[src/rtl/branch_resolve_unit_pkg.sv]
// Shared definitions for the branch resolve unit: conditional-branch funct3
// encodings, the prediction-flag layout stored with each in-flight fetch,
// and the branch condition evaluator.
package branch_resolve_unit_pkg;

    // RISC-V conditional branch encodings; 010 and 011 are unused.
    typedef enum logic [2:0] {
        F3_BEQ  = 3'b000,
        F3_BNE  = 3'b001,
        F3_BLT  = 3'b100,
        F3_BGE  = 3'b101,
        F3_BLTU = 3'b110,
        F3_BGEU = 3'b111
    } branch_funct3_e;

    // Low bits of a FIFO entry. A full entry is laid out as
    // {pc, target, predicted, predict1, predict3, is_loop}.
    typedef struct packed {
        logic predicted;
        logic predict1;
        logic predict3;
        logic is_loop;
    } pred_flags_t;

    localparam int FLAG_BITS = $bits(pred_flags_t);

    // Outcome of a conditional branch from precomputed operand comparisons.
    function automatic logic branch_taken(input logic [2:0] funct3,
                                          input logic       eq,
                                          input logic       lt_s,
                                          input logic       lt_u);
        logic t;
        t = 1'b0;
        case (funct3)
            F3_BEQ:  t = eq;
            F3_BNE:  t = !eq;
            F3_BLT:  t = lt_s;
            F3_BGE:  t = !lt_s;
            F3_BLTU: t = lt_u;
            F3_BGEU: t = !lt_u;
            default: t = 1'b0;
        endcase
        return t;
    endfunction

endpackage

[src/rtl/branch_meta_fifo.sv]
// Synchronous FIFO holding prediction metadata for instructions between
// fetch and EX. Pointers carry an extra wrap bit so full and empty are
// distinguishable without a separate count. A flush discards every entry
// still queued after this cycle's pop, and refuses this cycle's push.
module branch_meta_fifo #(
    parameter int WIDTH = 68,
    parameter int DEPTH = 4
) (
    input  logic             clk_i,
    input  logic             rst_i,
    input  logic             push_i,
    input  logic [WIDTH-1:0] data_i,
    input  logic             pop_i,
    input  logic             flush_i,
    output logic [WIDTH-1:0] head_o,
    output logic             full_o,
    output logic             empty_o
);

    localparam int            PTR_W   = $clog2(DEPTH);
    localparam logic [PTR_W:0] PTR_ONE = (PTR_W + 1)'(1);

    logic [WIDTH-1:0] mem_q [DEPTH];
    logic [PTR_W:0]   rd_ptr_q, rd_ptr_d;
    logic [PTR_W:0]   wr_ptr_q, wr_ptr_d;
    logic             do_push, do_pop;

    assign empty_o = (rd_ptr_q == wr_ptr_q);
    assign full_o  = (rd_ptr_q[PTR_W] != wr_ptr_q[PTR_W]) &&
                     (rd_ptr_q[PTR_W-1:0] == wr_ptr_q[PTR_W-1:0]);
    assign do_push = push_i && !full_o && !flush_i;
    assign do_pop  = pop_i && !empty_o;
    assign head_o  = mem_q[rd_ptr_q[PTR_W-1:0]];

    // Next pointer values: flush jumps read to write, which also covers the pop.
    always_comb begin
        // NOTE: every always_comb output gets a default first so no path
        // through the block leaves it unassigned and a latch is inferred.
        wr_ptr_d = wr_ptr_q;
        rd_ptr_d = rd_ptr_q;
        if (do_push) begin
            wr_ptr_d = wr_ptr_q + PTR_ONE;
        end
        if (flush_i) begin
            rd_ptr_d = wr_ptr_q;
        end else if (do_pop) begin
            rd_ptr_d = rd_ptr_q + PTR_ONE;
        end
    end

    // Entry storage, written on an accepted push.
    // NOTE: the storage array is deliberately not reset; an entry is only
    // observed through head_o while the pointers say it is valid.
    always_ff @(posedge clk_i) begin
        if (do_push) begin
            mem_q[wr_ptr_q[PTR_W-1:0]] <= data_i;
        end
    end

    // Pointer registers; reset empties the FIFO.
    always_ff @(posedge clk_i or posedge rst_i) begin
        // NOTE: sequential state uses non-blocking assignments so every
        // register samples pre-edge values regardless of block order.
        if (rst_i) begin
            rd_ptr_q <= '0;
            wr_ptr_q <= '0;
        end else begin
            rd_ptr_q <= rd_ptr_d;
            wr_ptr_q <= wr_ptr_d;
        end
    end

endmodule

[src/rtl/branch_resolve_unit.sv]
// Resolves conditional branches and JALR in EX against the prediction that
// fetch made for the same PC, raises a registered mispredict/redirect, and
// feeds the outcome back to the predictor one cycle after EX. Also keeps
// saturating counts of resolved control instructions and mispredictions.
module branch_resolve_unit
    import branch_resolve_unit_pkg::*;
#(
    parameter int ADDR_WIDTH = 32,
    parameter int DATA_WIDTH = 32,
    parameter int FIFO_DEPTH = 4,
    parameter int CNT_WIDTH  = 32
) (
    input  logic                  cpu_clk,
    input  logic                  cpu_rst,
    // fetch side
    input  logic                  fetch_valid,
    output logic                  fetch_ready,
    input  logic [ADDR_WIDTH-1:0] fetch_pc,
    input  logic                  predict_taken,
    input  logic                  predict1_taken,
    input  logic                  predict3_taken,
    input  logic                  is_loop,
    input  logic [ADDR_WIDTH-1:0] predict_target_pc,
    // EX side
    input  logic                  ex_valid,
    input  logic [ADDR_WIDTH-1:0] ex_pc,
    input  logic                  ex_is_branch,
    input  logic                  ex_is_jalr,
    input  logic [2:0]            ex_funct3,
    input  logic [DATA_WIDTH-1:0] ex_imm,
    input  logic [DATA_WIDTH-1:0] src_data1,
    input  logic [DATA_WIDTH-1:0] src_data2,
    // predictor update
    output logic                  branch_ex,
    output logic                  jalr_ex,
    output logic [ADDR_WIDTH-1:0] branch_pc_ex,
    output logic [ADDR_WIDTH-1:0] branch_target_pc,
    output logic                  branch_taken_ex,
    output logic                  predict1_taken_ex,
    output logic                  predict3_taken_ex,
    output logic                  is_loop_ex,
    output logic [DATA_WIDTH-1:0] src_data1_ex,
    output logic [DATA_WIDTH-1:0] src_data2_ex,
    // redirect
    output logic                  mispredict,
    output logic [ADDR_WIDTH-1:0] redirect_pc,
    // statistics
    output logic [CNT_WIDTH-1:0]  branch_cnt,
    output logic [CNT_WIDTH-1:0]  mispredict_cnt
);

    localparam int                    ENTRY_W = 2 * ADDR_WIDTH + FLAG_BITS;
    localparam logic [ADDR_WIDTH-1:0] PC_STEP = ADDR_WIDTH'(4);
    localparam logic [ADDR_WIDTH-1:0] PC_LSB  = ADDR_WIDTH'(1);
    localparam logic [CNT_WIDTH-1:0]  CNT_ONE = CNT_WIDTH'(1);

    // prediction metadata path
    logic [ENTRY_W-1:0]    push_entry, head_entry;
    logic                  fifo_full, fifo_empty;
    logic [ADDR_WIDTH-1:0] head_pc, head_target;
    pred_flags_t           head_flags, pred;
    logic                  head_match;

    // resolution path
    logic [ADDR_WIDTH-1:0] imm_ext, br_target, jalr_target, pc_plus4;
    logic [DATA_WIDTH-1:0] jalr_sum;
    logic                  op_eq, op_lt_s, op_lt_u;
    logic                  is_ctrl, taken, mispredict_d;
    logic [ADDR_WIDTH-1:0] target, redirect_d;

    // registered outputs
    logic                  branch_ex_q, jalr_ex_q, branch_taken_q;
    logic                  predict1_q, predict3_q, is_loop_q, mispredict_q;
    logic [ADDR_WIDTH-1:0] branch_pc_q, branch_target_q, redirect_pc_q;
    logic [DATA_WIDTH-1:0] src1_q, src2_q;
    logic [CNT_WIDTH-1:0]  branch_cnt_q, branch_cnt_d;
    logic [CNT_WIDTH-1:0]  mispredict_cnt_q, mispredict_cnt_d;

    // Ready depends only on registered pointers, so a pop in EX never
    // reaches fetch_ready combinationally.
    assign fetch_ready = !fifo_full;
    assign push_entry  = {fetch_pc, predict_target_pc,
                          predict_taken, predict1_taken, predict3_taken, is_loop};

    // The cycle a mispredict is visible, every younger entry is wrong-path.
    branch_meta_fifo #(
        .WIDTH (ENTRY_W),
        .DEPTH (FIFO_DEPTH)
    ) u_meta_fifo (
        .clk_i   (cpu_clk),
        .rst_i   (cpu_rst),
        .push_i  (fetch_valid && fetch_ready),
        .data_i  (push_entry),
        .pop_i   (ex_valid),
        .flush_i (mispredict_q),
        .head_o  (head_entry),
        .full_o  (fifo_full),
        .empty_o (fifo_empty)
    );

    assign head_pc     = head_entry[ENTRY_W-1 -: ADDR_WIDTH];
    assign head_target = head_entry[FLAG_BITS +: ADDR_WIDTH];
    assign head_flags  = pred_flags_t'(head_entry[FLAG_BITS-1:0]);

    // A stale or missing entry means fetch predicted "not taken, no flags".
    assign head_match = !fifo_empty && (head_pc == ex_pc);
    assign pred       = head_match ? head_flags : '0;

    assign op_eq   = (src_data1 == src_data2);
    assign op_lt_s = ($signed(src_data1) < $signed(src_data2));
    assign op_lt_u = (src_data1 < src_data2);

    assign imm_ext     = ADDR_WIDTH'($signed(ex_imm));
    assign br_target   = ex_pc + imm_ext;
    assign jalr_sum    = src_data1 + ex_imm;
    assign jalr_target = ADDR_WIDTH'(jalr_sum) & ~PC_LSB;
    assign pc_plus4    = ex_pc + PC_STEP;

    // Actual outcome, target and mispredict decision for the EX instruction.
    always_comb begin
        is_ctrl      = ex_valid && (ex_is_branch || ex_is_jalr);
        taken        = 1'b0;
        target       = br_target;
        mispredict_d = 1'b0;
        if (ex_is_jalr) begin
            taken  = 1'b1;
            target = jalr_target;
        end else if (ex_is_branch) begin
            taken = branch_taken(ex_funct3, op_eq, op_lt_s, op_lt_u);
        end
        if (is_ctrl) begin
            mispredict_d = (pred.predicted != taken) ||
                           (taken && (head_target != target));
        end else if (ex_valid) begin
            // BTB alias: fetch redirected on something that is not a branch.
            mispredict_d = pred.predicted;
        end
        redirect_d = taken ? target : pc_plus4;
    end

    // Saturating statistics, advanced in step with the registered strobes.
    always_comb begin
        branch_cnt_d     = branch_cnt_q;
        mispredict_cnt_d = mispredict_cnt_q;
        if (is_ctrl && (branch_cnt_q != '1)) begin
            branch_cnt_d = branch_cnt_q + CNT_ONE;
        end
        if (mispredict_d && (mispredict_cnt_q != '1)) begin
            mispredict_cnt_d = mispredict_cnt_q + CNT_ONE;
        end
    end

    // Register predictor update, redirect and counters one cycle after EX.
    always_ff @(posedge cpu_clk or posedge cpu_rst) begin
        if (cpu_rst) begin
            branch_ex_q      <= 1'b0;
            jalr_ex_q        <= 1'b0;
            branch_pc_q      <= '0;
            branch_target_q  <= '0;
            branch_taken_q   <= 1'b0;
            predict1_q       <= 1'b0;
            predict3_q       <= 1'b0;
            is_loop_q        <= 1'b0;
            src1_q           <= '0;
            src2_q           <= '0;
            mispredict_q     <= 1'b0;
            redirect_pc_q    <= '0;
            branch_cnt_q     <= '0;
            mispredict_cnt_q <= '0;
        end else begin
            branch_ex_q      <= is_ctrl;
            mispredict_q     <= mispredict_d;
            branch_cnt_q     <= branch_cnt_d;
            mispredict_cnt_q <= mispredict_cnt_d;
            if (is_ctrl) begin
                jalr_ex_q       <= ex_is_jalr;
                branch_pc_q     <= ex_pc;
                branch_target_q <= target;
                branch_taken_q  <= taken;
                predict1_q      <= pred.predict1;
                predict3_q      <= pred.predict3;
                is_loop_q       <= pred.is_loop;
                src1_q          <= src_data1;
                src2_q          <= src_data2;
            end
            if (mispredict_d) begin
                redirect_pc_q <= redirect_d;
            end
        end
    end

    assign branch_ex         = branch_ex_q;
    assign jalr_ex           = jalr_ex_q;
    assign branch_pc_ex      = branch_pc_q;
    assign branch_target_pc  = branch_target_q;
    assign branch_taken_ex   = branch_taken_q;
    assign predict1_taken_ex = predict1_q;
    assign predict3_taken_ex = predict3_q;
    assign is_loop_ex        = is_loop_q;
    assign src_data1_ex      = src1_q;
    assign src_data2_ex      = src2_q;
    assign mispredict        = mispredict_q;
    assign redirect_pc       = redirect_pc_q;
    assign branch_cnt        = branch_cnt_q;
    assign mispredict_cnt    = mispredict_cnt_q;

endmodule

[config.mk]
export PLATFORM = sky130hd
export DESIGN_NAME = branch_resolve_unit
export DESIGN_NICKNAME = d
export VERILOG_FILES = /design/src/rtl/branch_resolve_unit_pkg.sv /design/src/rtl/branch_meta_fifo.sv /design/src/rtl/branch_resolve_unit.sv
export SDC_FILE = /design/constraint.sdc
export NUM_CORES = 1
export LEC_CHECK = 0
export ABC_AREA = 1
export ABC_CLOCK_PERIOD_IN_PS = 13930
export BUFFER_PORTS_ARGS = -buffer_cell sky130_fd_sc_hd__buf_2
export CORE_MARGIN = 4
export CORE_UTILIZATION = 36
export DETAILED_ROUTE_END_ITERATION = 10
export PLACE_DENSITY = 0.52
export SYNTH_ARGS = -nofsm -noshare
export SYNTH_HDL_FRONTEND = slang
export SYNTH_SLANG_ARGS = --single-unit
[constraint.sdc]
create_clock -name cpu_clk -period 13.93 [get_ports cpu_clk]
set_input_delay 3.4825 -clock cpu_clk [delete_from_list [all_inputs] [get_ports cpu_clk]]
set_output_delay 3.4825 -clock cpu_clk [all_outputs]
set_load 0.005 [all_outputs]
==> flow_summary.ini <==
[timing]
timing.final.ws_setup_ns = 6.33
finalSetupViolCount = 0
maxClockFrequency_mhz = 132
final.setup.tns_ns = 0
finClkSkew_ns = 0.0542
finalCriticalPeriod_ns = 7.60
finalHoldViolCount = 0
slew_viol_final = 0
grt_setup_unrepaired = no
period_share_pct = 54.6
tightest_slew_ns = 1.04
relSlewSlack_pct = 30.5

[die]
die_h_um = 288
initial_utilization_pct = 36.4
ios = 437
rows = 102
core_area_um2 = 77700
die_area_um2 = 83200
fp.dieW_um = 288

[critical_path]
critical_path_required_ns = 14.50
crit_type = in2reg
arrival_ns = 8.17
start_kind = input pin
worst_setup_path_end_kind = register
cp_max_fo = 47

[route]
drt_iter0_drc = 1803
drt_first_pass_iters = 5
ant_nets = 0
dr_total_vias = 25035
drcViolationCount = 0
wl_per_cell_um = 20.9
via_per_inst = 4.97
routed_wl_mm = 105

[layout]
fin_nets = 4250
num-fill-cells = 7956
stdcell_area_um2 = 33300
area_delta_synth_final_pct = 17.8
drive_above_1_share_pct = 14.3
utilization_pct = 42.9
multi_input_area_um2 = 12300
regArea_um2 = 14100

[synthesis]
synth_compound_area_share_pct = 6.03
synth_top_family_by_area = simple AND/OR/NAND/NOR gates
ys_warn_count = 0
syn_avg_cell_area_um2 = 8.01
synthXorXnorAreaFrac_pct = 3.13
synth-simple-area-share_pct = 29.6
synth_mux_area_share_pct = 0
syn_area_um2 = 28300
synthesis.nets = 3841
ys_ff_latch = 509
synth-adder-area-share_pct = 4.61
syn-instance-count = 3533
synth_edf_count = 272
ys.flop_type = edfxtp_1
ys_top_cells_by_area = edfxtp_1, dfrtp_1, nand2_1, nand3_1, inv_1
ys_types = 37
synth_top_cell_by_area = edfxtp_1
yosysSeqAreaShare_pct = 49.8
synth_top_area_share_pct = 28.9
async_reset_ff_share_pct = 46.6

[placement]
port_buffers = 436
routabilityCongestion = 0.950
dp_slack_ns = 5.65
hpwlAfterDp_mm = 80.6
place_area_um2 = 31500

[clocking]
cts.sinks = 509
cts-buffers-inserted = 57
root_buffer = clkbuf_16
cts-resized-gates = 0
h-tree-depth = 2
clk_pin_slew_ns = 0.06
cts_hold_buffers = 0
clockBufferDepth = 3
postCtsSetupBuffers = 0
clk_latency_ns = 0.66
cts_tree = built

[global_routing]
antenna_found_initial = 11
grt_max_degree = 139
overflow = 0
grt_pass1_vias = 23466
grt_usage_pct = 24.6
grt_pass1_wl_mm = 152

[power_and_ir_drop]
leakagePower_nw = 16.4
powerDensity_nw_per_um2 = 150
vdd_drop_max_uv = 94.1

[hold_path]
hp-class = reg2reg

[flow_run]
cap_viol_max_count = 0

[status]
status = finished, final reports clean
[cell families after synthesis]
group,count (synthesis)
adder cells (fa/ha/maj),103
buffers and inverters,474
AND/OR/NAND/NOR,2037
flip-flops,509
XOR/XNOR,101
AO/OA/AOI/OAI,309
[cells in the final DEF, fill, tap and decap left out, types with 4 or more instances in the layout]
cell	instances
o21a_1	8
dfrtp_1	236
ha_1	101
clkbuf_8	8
nor4_1	13
nand3_1	295
edfxtp_1	272
clkinv_1	10
xor2_1	71
nor3_1	35
clkbuf_1	10
clkbuf_16	57
o22ai_1	12
o21ai_1	11
buf_4	26
clkinv_2	12
xnor2_1	30
diode_2	9
a21o_1	7
nand4_1	67
a21oi_1	79
nor2_1	246
o21ai_0	152
inv_1	356
buf_2	436
a32oi_1	19
o21bai_1	5
or2_2	4
clkinvlp_4	6
a31oi_1	13
nor2_4	5
nand3b_1	21
nand2_1	1345
[worst paths after layout]
path                                                     start                             endpoint  slack (ns)  depth (start not counted)
min in group asynchronous                              cpu_rst          src_data1_ex[8]$_DFFE_PP0P_        3.08                          2
min                               src_data1_ex[13]$_DFFE_PP0P_         src_data1_ex[13]$_DFFE_PP0P_        0.46                          2
min reg2reg                       src_data1_ex[13]$_DFFE_PP0P_         src_data1_ex[13]$_DFFE_PP0P_        0.46                          2
max                                              src_data1[31]          redirect_pc[28]$_DFFE_PP0P_        6.33                         19
max in group asynchronous                              cpu_rst  u_meta_fifo.rd_ptr_q[0]$_DFFE_PP0P_        8.72                          4
max reg2reg                u_meta_fifo.rd_ptr_q[0]$_DFFE_PP0P_          redirect_pc[17]$_DFFE_PP0P_        8.01                         21
[cell usage after synthesis, types with 45 or more instances]
cell,number
dfrtp_1,237
edfxtp_1,272
ha_1,101
clkbuf_1,45
nand3_1,295
o21ai_0,152
inv_1,358
nor2_1,250
a21oi_1,79
nand4_1,67
xor2_1,71
nand2_1,1346
[power by group]
| part | switching [mW] | internal [mW] | leakage [nW] |
|---|---|---|---|
| sequential | 0.123 | 1.83 | 5.46 |
| combinational | 1.10 | 0.469 | 10.0 |
| clock | 0.644 | 0.836 | 0.892 |
| total | 1.86 | 3.13 | 16.4 |
[per-layer routing]
metal,GRT usage (%),share of wire [%]
met1,33.1,44
met2,39.8,45
met3,4.74,6.8
met4,8.69,3.9
met5,0,0.042
[sequential cells by signal, indices dropped and copies added (netlist names), 3 cells and up]
register	count
u_meta_fifo.mem_q	272
u_meta_fifo.wr_ptr_q	3
u_meta_fifo.rd_ptr_q	3
mispredict_cnt	32
src_data2_ex	32
branch_pc_ex	32
redirect_pc	32
branch_cnt	32
branch_target_pc	32
src_data1_ex	32
[layout make-up]
class | count | area share [%]
diodes | 9 | 0.0676
clock buffers | 75 | 4.72
clock inverters | 32 | 0.837
inverters | 362 | 4.12
multi-input cells | 2550 | 36.9
flip-flops and latches | 509 | 42.3
well taps | 1040 | 3.90
repair buffers | 462 | 7.13
[worst max-delay path, cell delays in order]
cell and delay (ns):
buf_2 0.13, ha_1 0.44, nand2_1 0.11, nor2_1 0.23, nand3_1 0.19, nor4_1 0.37, nand2_1 0.17, nand2_1 0.10
nand2_1 0.05, a21oi_1 0.13, nand3_1 0.20, nand2_1 0.17, nand2_1 0.32, nand3_1 0.20, buf_4 0.40, nand2_2 0.61
inv_1 0.62, nand2_1 0.11, nand2_1 0.08
[through the flow]
step	std cells	hold WS (ns)	total power, mW
finish	5039	0.463	4.99
global route	5035	0.480	5.30
CTS	5030	0.469	5.04
detailed placement	4923	0.454	3.55
global placement	4923	0.449	3.54
floorplan	3533	0.465	2.95
Note: power is estimated with default switching activity, not from simulation.
